<file path="config.mk">
export PLATFORM = sky130hd
export DESIGN_NAME = array_mult_seq_ctrl
export DESIGN_NICKNAME = d
export VERILOG_FILES = /design/src/rtl/array_mult_seq_ctrl.sv
export SDC_FILE = /design/constraint.sdc
export NUM_CORES = 1
export LEC_CHECK = 0
export CAP_MARGIN = 20
export CORE_MARGIN = 2
export CORE_UTILIZATION = 51
export DETAILED_ROUTE_END_ITERATION = 16
export PLACE_DENSITY = 0.86
export SYNTH_ARGS = -nofsm -noshare
export SYNTH_HDL_FRONTEND = slang
export SYNTH_SLANG_ARGS = --single-unit
</file>
<file path="constraint.sdc">
create_clock -name clk -period 3.95 [get_ports clk]
set_clock_uncertainty 0.2 [all_clocks]
set_input_delay 1.185 -clock clk [delete_from_list [all_inputs] [get_ports clk]]
set_output_delay 1.185 -clock clk [all_outputs]
set_load 0.02 [all_outputs]
</file>
<file path="src/rtl/array_mult_seq_ctrl.sv">
// Sequencer that time-multiplexes one external HALF_W x HALF_W array multiplier
// to form a (2*HALF_W) x (2*HALF_W) unsigned product over four partial-product cycles.
module array_mult_seq_ctrl #(
  parameter int HALF_W = 4
) (
  input  logic                  clk,
  input  logic                  rst_n,
  input  logic                  in_valid,
  output logic                  in_ready,
  input  logic [2*HALF_W-1:0]   in_a,
  input  logic [2*HALF_W-1:0]   in_b,
  output logic [HALF_W-1:0]     mul_a,
  output logic [HALF_W-1:0]     mul_b,
  input  logic [2*HALF_W-1:0]   mul_p,
  output logic                  res_valid,
  input  logic                  res_ready,
  output logic [4*HALF_W-1:0]   res_p,
  output logic                  busy
);

  localparam int OW = 2 * HALF_W;
  localparam int PW = 4 * HALF_W;

  typedef enum logic [2:0] {
    IDLE,
    PP0,
    PP1,
    PP2,
    PP3,
    DONE
  } state_e;

  state_e          state_q;
  logic [OW-1:0]   a_q;
  logic [OW-1:0]   b_q;
  logic [PW-1:0]   acc_q;
  logic [PW-1:0]   acc_d;
  logic [PW-1:0]   pp_shifted;
  logic [PW-1:0]   pp_ext;
  logic            in_ready_q;
  logic            busy_q;
  logic            res_valid_q;

  wire [HALF_W-1:0] a_lo = a_q[HALF_W-1:0];
  wire [HALF_W-1:0] a_hi = a_q[OW-1:HALF_W];
  wire [HALF_W-1:0] b_lo = b_q[HALF_W-1:0];
  wire [HALF_W-1:0] b_hi = b_q[OW-1:HALF_W];

  assign pp_ext = {{OW{1'b0}}, mul_p};

  // Operand select and partial-product alignment, decoded from the current state.
  always_comb begin
    // NOTE: every output gets a default first so no path through the case leaves a latch.
    mul_a      = '0;
    mul_b      = '0;
    pp_shifted = '0;
    unique case (state_q)
      PP0: begin
        mul_a      = a_lo;
        mul_b      = b_lo;
        pp_shifted = pp_ext;
      end
      PP1: begin
        mul_a      = a_lo;
        mul_b      = b_hi;
        pp_shifted = pp_ext << HALF_W;
      end
      PP2: begin
        mul_a      = a_hi;
        mul_b      = b_lo;
        pp_shifted = pp_ext << HALF_W;
      end
      PP3: begin
        mul_a      = a_hi;
        mul_b      = b_hi;
        pp_shifted = pp_ext << OW;
      end
      default: ;
    endcase
  end

  // Cannot overflow: the largest full product still fits in PW bits.
  assign acc_d = acc_q + pp_shifted;

  always_ff @(posedge clk or negedge rst_n) begin
    if (!rst_n) begin
      state_q     <= IDLE;
      a_q         <= '0;
      b_q         <= '0;
      acc_q       <= '0;
      in_ready_q  <= 1'b1;
      busy_q      <= 1'b0;
      res_valid_q <= 1'b0;
    end else begin
      // NOTE: non-blocking assignments so every register sees pre-edge values of the others.
      unique case (state_q)
        IDLE: begin
          if (in_valid && in_ready_q) begin
            a_q        <= in_a;
            b_q        <= in_b;
            acc_q      <= '0;
            state_q    <= PP0;
            in_ready_q <= 1'b0;
            busy_q     <= 1'b1;
          end
        end
        PP0: begin
          acc_q   <= acc_d;
          state_q <= PP1;
        end
        PP1: begin
          acc_q   <= acc_d;
          state_q <= PP2;
        end
        PP2: begin
          acc_q   <= acc_d;
          state_q <= PP3;
        end
        PP3: begin
          acc_q       <= acc_d;
          state_q     <= DONE;
          res_valid_q <= 1'b1;
        end
        DONE: begin
          if (res_ready) begin
            state_q     <= IDLE;
            res_valid_q <= 1'b0;
            busy_q      <= 1'b0;
            in_ready_q  <= 1'b1;
          end
        end
        default: begin
          state_q     <= IDLE;
          res_valid_q <= 1'b0;
          busy_q      <= 1'b0;
          in_ready_q  <= 1'b1;
        end
      endcase
    end
  end

  assign in_ready  = in_ready_q;
  assign busy      = busy_q;
  assign res_valid = res_valid_q;
  assign res_p     = acc_q;

endmodule

</file>
==> out/qor.yml <==
status: "completed"
hold_path.class: "flip-flop to flip-flop"
avgSynthCellArea_sq_um: 9.46
syn_area_sq_um: 2610
rrSetupSlack_ns: 0.46
critPathMaxFanout: 10
maxCapViolCount: 0
num_rows: 26
path_clk_slew_ns: 0.08
ys_ff_latch: 38
detail_route.wl_per_cell_microns: 16.3
synth_area_leaders: "dfrtp_1 35%, mux2_2 9.1%, ha_1 7.2%"
die_w_microns: 75.5
timing.final.crit_share_pct: 95.4
critical_path_class: "flip-flop to output port"
grt_pass1_vias: 2154
worst_pin_slew_ns: 0.868
yosys_warnings: 0
via_per_inst: 5.94
clockBufferDepth: 2
grt_pass1_wl_microns: 10500
synth-edff-count: 0
syn-num-nets: 320
globalplace.congestion: 0.965
die_y_microns: 75.5
finalSetupViolCount: 0
finalSetupTns_ns: 0
htree_levels: 2
hold_violations: 0
post_cts_buffers: 0
numCtsBuffers: 5
hold_ws_ns: 0.308
layout-drive-gt1-share_pct: 14.9
dominantRegCellSynth: "dfrtp_1"
rsz0062_at_grt: "no"
clkLatencyLatePin_ns: 0.29
netlist-cell-type-count: 55
final_cells: 405
cts_root_buffer: "clkbuf_8"
grt_usage_pct: 24.3
antenna_left: 0
die_area_sq_um: 5710
n_antenna_cell: 0
cp-start-kind: "flip-flop"
ios: 55
yosysSeqAreaShare_pct: 36.5
cts_hold_buf: 0
relSlewSlack_pct: 42.1
cp.arrival_ns: 2.38
cp.required_ns: 2.56
antenna_found_initial: 0
wl_microns: 6620
drt_pass1_iterations: 7
synth_top_cell_area_share_pct: 35.5
area_growth_pct: 28.9
dr.first_iter.drc_count: 174
port_buffers: 54
dp.cells: 397
gr-total-overflow: 0
yosysTopAreaCell: "dfrtp_1"
grt_max_degree: 39
vias: 2404
hpwl_microns: 4930
ys_async_sr_fraction_pct: 100
p_leak_nw: 1.41
core_sq_um: 5010
ir_worst_vdd_mv: 0.394
fmax_ghz: 0.265
critPathCaptureType: "output port"
cts_tree: "yes"
drcViolationCount: 0
initial_utilization_pct: 52.1
cts.sinks: 38
layout_min_cycle_time_ns: 3.77
place_area_sq_um: 3250
syn_inst: 276
powerDensity_nw_per_um2: 856
fin_area_sq_um: 3360
nNetsFinal: 378
drv_slew: 0
-- stage by stage --
step / worst slack (ns) / util, % / total power [mW]
after floorplan: 0.540 / - / 1.92
after global placement: 0.110 / 64.8 / 2.48
after detailed placement: -0.00201 / 64.8 / 2.53
after CTS: 0.173 / 67.1 / 2.87
after global routing: 0.0223 / 67.2 / 3.09
final: 0.180 / 67.2 / 2.88
-- sequential cells by signal, indices dropped and copies added, names as in the netlist --
name / flops
in_ready: 1
a_q: 8
res_valid: 1
b_q: 8
state_q: 3
busy: 1
res_p: 16
-- timing repair --
item	in CTS	in global routing
endpoints found under the setup margin	0	3
gates resized for setup	0	1
hold endpoints to repair	0	0
-- cells in the mapped netlist, types with 7 or more instances --
cell type / count
ha_1: 15
mux2_2: 21
a22oi_1: 14
o21ai_0: 28
xnor2_1: 8
nand2_1: 28
and3_1: 7
a21oi_1: 17
nor2_1: 14
inv_1: 8
dfrtp_1: 37
clkbuf_1: 8
-- cells by family (layout without fill, tap and decap cells) --
kind of cell	count (synthesis)	count (layout)	share of synthesized area [%]
buffers and inverters	23	82	3.88
muxes	22	22	9.44
xor gates and xnor gates	12	12	4.31
AOI/OAI and AO/OA	89	89	23.2
adders and majority gates	16	16	7.96
and+or+nand+nor	76	76	14.8
DFF	38	38	36.5
-- routing by layer --
| layer | routed length (microns) | GRT usage (%) | up-vias |
|---|---|---|---|
| met5 | 0 | 0 | - |
| met4 | 58 | 7.80 | 0 |
| met3 | 371 | 4.10 | 6 |
| met2 | 3280 | 37.4 | 80 |
| met1 | 2910 | 35.1 | 1182 |
| li1 | - | - | 1136 |
-- power breakdown --
group          total, mW  switching (mW)  internal (mW)
clock              0.341           0.153          0.188
sequential         0.743           0.169          0.575
combinational       1.79           0.977          0.818
total               2.88            1.30           1.58
-- layout by cell type, fill, tap and decap left out, types with 3 or more instances in the layout --
master	netlist	layout
nand2_1	28	28
clkdlybuf4s50_1	0	53
buf_4	1	11
and2_1	5	5
and3_1	7	7
nand4_1	3	3
mux2_2	21	21
a21o_1	3	3
dfrtp_1	37	37
a22oi_1	14	14
a21oi_1	17	17
xor2_1	3	3
nor2_1	14	14
ha_1	15	15
xnor2_1	8	8
inv_1	8	8
clkbuf_8	0	5
a32o_1	6	6
nand3_1	3	3
o21ai_0	28	28
nor3_1	4	4
-- worst max-delay path, stage by stage, from the launching register on --
cell and delay (ns):
dfrtp_1 0.35, clkinv_1 0.24, nor3_1 0.45, buf_4 0.24, nand2_1 0.06, o21ai_0 0.10, clkdlybuf4s50_1 0.64
-- cell type report --
type                    instances  area, sq um
inverters                       9         33.8
well taps                      70         87.6
flip-flops and latches         38          952
clock inverters                 3         45.0
clock buffers                   5         68.8
fillers                       388         1650
multi-input cells             215         1560
repair buffers                 65          618
-- final timing paths --
kind                       depth (start not counted)              startpoint                endpoint
setup / recovery                                   6  state_q[2]$_DFFE_PN0P_                mul_b[3]
hold / removal                                     2        busy$_DFFE_PN0P_        busy$_DFFE_PN0P_
setup reg to reg                                  10  state_q[0]$_DFFE_PN0P_   res_p[12]$_DFFE_PN0P_
hold reg to reg                                    2        busy$_DFFE_PN0P_        busy$_DFFE_PN0P_
max in group asynchronous                          1                   rst_n  state_q[2]$_DFFE_PN0P_
min in group asynchronous                          1                   rst_n    res_p[8]$_DFFE_PN0P_
Power figures use the tool's default switching activity.
==> RTL edit 1 (same flow settings) <==
The parameter `HALF_W` goes from 4 to 6.
--- a/src/rtl/array_mult_seq_ctrl.sv
+++ b/src/rtl/array_mult_seq_ctrl.sv
@@ -2,5 +2,5 @@
 // to form a (2*HALF_W) x (2*HALF_W) unsigned product over four partial-product cycles.
 module array_mult_seq_ctrl #(
-  parameter int HALF_W = 4
+  parameter int HALF_W = 6
 ) (
   input  logic                  clk,
Interface: changed (6 resized); port bits go from 55 to 79. No check against the original RTL was run, so the function may have changed too.
==> RTL edit 1 against the original RTL <==
The flow now finishes with violations (setup timing); critical endpoint is now res_p[14]$_DFFE_PN0P_; sequential cell count grew 16; wire length grew 62%; worst setup slack lost 190 ps; utilization grew 8.2 points; combinational power grew 64%; design area grew 53%; power rose by 52%; critical path type is now in -> reg; synthesized area rose by 39%.
==> RTL edit 1: results <==
{
  "worst_slew_pin_slew_ps": 498,
  "setup_ws_ps": -5.05,
  "synth-compound-area-share_pct": 23.7,
  "grt_pass1_vias": 3521,
  "port_buffers": 78,
  "avgRoutedWirePerCell_um": 18.0,
  "post_drt_via_cell_ratio": 5.96,
  "crit_arrival_ps": 3970,
  "synthMuxAreaShare_pct": 9.70,
  "grt_use_total_pct": 27.1,
  "path_max_fanout": 3,
  "dp_hpwl_mm": 7.65,
  "ys_seq_area_share_pct": 37.2,
  "syn_inst": 376,
  "slowest_delay_ps": 450,
  "placed_area_mm2": 0.00486,
  "clk_pin_slew_ps": 110,
  "violations": "setup timing",
  "synthAdderAreaFrac_pct": 8.46,
  "outcome": "complete, but fails checks",
  "synthTopCellsByCount": "dfrtp_1, nand2_1, nor2_1, a21oi_1, mux2_2",
  "final_cells": 595,
  "grt_start_max_net_pins": 46,
  "clk_path_buf_depth": 2,
  "dp.cells": 583,
  "largest_reg_flops": 24,
  "synth-xor-area-share_pct": 4.58,
  "drtIter0Drc": 251,
  "drt_first_pass_iters": 5,
  "fill_cells": 472,
  "place_congestion": 0.868,
  "vdd_drop_max_uv": 353,
  "clk-insertion-delay-late_ps": 310,
  "setup_viol": 1,
  "syn-num-nets": 440,
  "synthTopCellsByArea": "dfrtp_1, ha_1, mux2_2",
  "crit_family": "compound AO/OA/AOI/OAI gates"
}
-- RTL edit 1: worst paths after layout --
path                            cells after the start               endpoint              startpoint  slack, ps
min in group asynchronous                           1  res_p[14]$_DFFE_PN0P_                   rst_n        530
worst max-delay path                               13  res_p[14]$_DFFE_PN0P_                mul_p[0]         -5
worst min-delay path                                1       busy$_DFFE_PN0P_        busy$_DFFE_PN0P_        320
worst max register to register                     13  res_p[15]$_DFFE_PN0P_  state_q[0]$_DFFE_PN0P_        380
worst min register to register                      1       busy$_DFFE_PN0P_        busy$_DFFE_PN0P_        320
max in group asynchronous                           3     b_q[9]$_DFFE_PN0P_                   rst_n       2330
-- RTL edit 1: per-stage QoR --
step	worst slack [ps]	TNS [ps]	hold slack [ps]	util, %	power [mW]
finish	-5.05	-5.05	318	75.3	4.37
global route	-103	-221	343	75.3	4.65
CTS	49.0	0	318	73.2	4.23
detailed placement	-406	-2430	294	71.2	3.80
global placement	-199	-1390	288	71.2	3.70
floorplan	338	0	282	-	2.68
-- RTL edit 1: layer usage --
metal / share of wire, % / wire [um] / vias up / GRT usage, %
met5: 0 / 0 / - / 0
met4: 2.9 / 310 / 0 / 11.7
met3: 6.0 / 641 / 26 / 4.66
met2: 50 / 5330 / 148 / 43.1
met1: 41 / 4450 / 1728 / 36.5
li1: - / - / 1645 / -
-- RTL edit 1: what timing repair did --
item,CTS,global route
setup buffers,0,3
gates resized for setup,3,15
hold endpoints to repair,0,0
pin swaps,1,8
endpoints found under the setup margin,1,10
-- RTL edit 1: cell families after synthesis --
| family | Yosys count |
|---|---|
| compound gates | 119 |
| xor+xnor | 19 |
| fa+ha+maj | 24 |
| buf+inv | 25 |
| flops | 54 |
| mux | 32 |
| simple gates | 103 |
-- RTL edit 1: final cells by class --
type	instances	share of cell area, %
repair buffers	133	23.6
clock inverters	3	0.948
multi-input cells	297	45.0
clock buffers	5	1.34
flip-flops and latches	54	26.3
well taps	96	2.33
inverters	7	0.511
-- RTL edit 1: power breakdown --
group | switching, mW | internal (mW) | total [mW]
registers | 0.227 | 0.813 | 1.04
clock network | 0.205 | 0.194 | 0.399
logic | 1.49 | 1.44 | 2.93
total | 1.92 | 2.45 | 4.37
==> RTL edit 2 (config.mk and constraints unchanged) <==
Made on the original files. The 6 states of `state_e` get a one-hot encoding in 6 bits.
--- a/src/rtl/array_mult_seq_ctrl.sv
+++ b/src/rtl/array_mult_seq_ctrl.sv
@@ -22,11 +22,11 @@
   localparam int PW = 4 * HALF_W;
 
-  typedef enum logic [2:0] {
-    IDLE,
-    PP0,
-    PP1,
-    PP2,
-    PP3,
-    DONE
+  typedef enum logic [5:0] {
+    IDLE = 6'b000001,
+    PP0  = 6'b000010,
+    PP1  = 6'b000100,
+    PP2  = 6'b001000,
+    PP3  = 6'b010000,
+    DONE = 6'b100000
   } state_e;
 
Formal check against the unedited RTL: same outputs for any inputs over 10 cycles, from zero or initial values and one cycle with rst_n low; not proved beyond that.
==> RTL edit 2 against the original RTL <==
Synthesized area grew 2.5%; critical endpoint is now mul_a[1]; sequential cell count grew 3; register-to-register slack lost 90 ps; wire length grew 0.98%; design area grew 0.41%; fmax shrank 2.0%; largest cell class unchanged; synthesized cell count grew 9.4%; die area grew 2.4%; worst setup slack lost 79 ps; via count grew 1.0%.
Power is not compared: it rests on default switching activity, and its combinational part moved more than twofold at a synthesized area within 25%.
==> RTL edit 2: results <==
{
  "outcome": "finished, final reports clean",
  "placed_area_mm2": 0.00327,
  "met1_usage_pct": 30.8,
  "slew-limit-headroom_pct": 38.7,
  "multi_input_area_share_pct": 45.7,
  "vias": 2428,
  "met2_length_mm": 3.26,
  "grt_util_met2_pct": 38.8,
  "grt_pass1_vias": 2519,
  "dp_hpwl_mm": 4.81,
  "insertedDiodeCount": 0,
  "use_met3_pct": 4.74,
  "utilization_pct": 66.6,
  "hp-start": "a_q[1]$_DFFE_PN0P_",
  "regToRegSetupSlack_ps": 370,
  "fin_nets": 401,
  "largest_reg_flops": 16,
  "grt_use_total_pct": 24.2,
  "place_congestion": 0.866,
  "num-multi-input-gates": 241,
  "met3_length_um": 354,
  "crit_arrival_ps": 2460,
  "fill_cells": 416,
  "clk_path_buf_depth": 2,
  "wl_met1_mm": 2.87,
  "synth.distinct_cells": 52,
  "cts_sinks": 41,
  "min_to": "a_q[1]$_DFFE_PN0P_",
  "syn-num-nets": 346,
  "synthTopCellsByCount": "nand2_1, dfrtp_1, o21ai_0, nand3_1, a22o_1",
  "postRouteWirelength_mm": 6.68,
  "synthTopCellsByArea": "dfrtp_1, nand2_1, ha_1",
  "layout.nonclk_buf_share_pct": 17.4,
  "nClkBuffers": 7,
  "syn_area_per_cell_um2": 8.86,
  "n_all_buffers": 61,
  "ys_seq_area_share_pct": 38.4,
  "grt_pass1_wl_mm": 11.5,
  "r2r-start": "state_q[5]$_DFFE_PN0P_",
  "dp_slack_ps": 20.8,
  "dp.cells": 420,
  "sh_seq_area_pct": 30.4,
  "final_cells": 428,
  "finalHoldWorstSlack_ps": 281,
  "path_max_fanout": 5,
  "clk-insertion-delay-late_ps": 310,
  "drive_gt1_share_pct": 8.94,
  "worst_path_max_delay_cell": "clkdlybuf4s50_1",
  "clkCellAreaFrac_pct": 3.11,
  "slowest_delay_ps": 600,
  "r2r-end": "res_p[13]$_DFFE_PN0P_",
  "drt_first_pass_iters": 4,
  "grt_start_max_net_pins": 42,
  "crit_family": "simple AND/OR/NAND/NOR gates"
}
## RTL edit 2: kinds of logic after synthesis
| group | count (synthesis) | share of synthesized area [%] |
|---|---|---|
| and+or+nand+nor | 123 | 22.0 |
| buffers and inverters | 20 | 4.07 |
| DFF | 41 | 38.4 |
| xor gates and xnor gates | 17 | 5.57 |
| muxes | 5 | 1.92 |
| AOI/OAI and AO/OA | 80 | 20.2 |
| adders and majority gates | 16 | 7.76 |
## RTL edit 2: worst max-delay path by stage
stage / to / slack [ps] / depth (start not counted)
global placement: res_p[10]$_DFFE_PN0P_ / 90 / 10
finish: mul_a[1] / 100 / 4
floorplan: res_p[14]$_DFFE_PN0P_ / 760 / 9
detailed placement: res_p[14]$_DFFE_PN0P_ / 20 / 10
global route: mul_a[3] / 30 / 4
CTS: mul_b[1] / 90 / 4
## RTL edit 2: timing repair
| item | CTS | global route |
|---|---|---|
| setup endpoints to repair | 0 | 2 |
| resized for setup | 0 | 1 |
| buffers inserted | 0 | 0 |
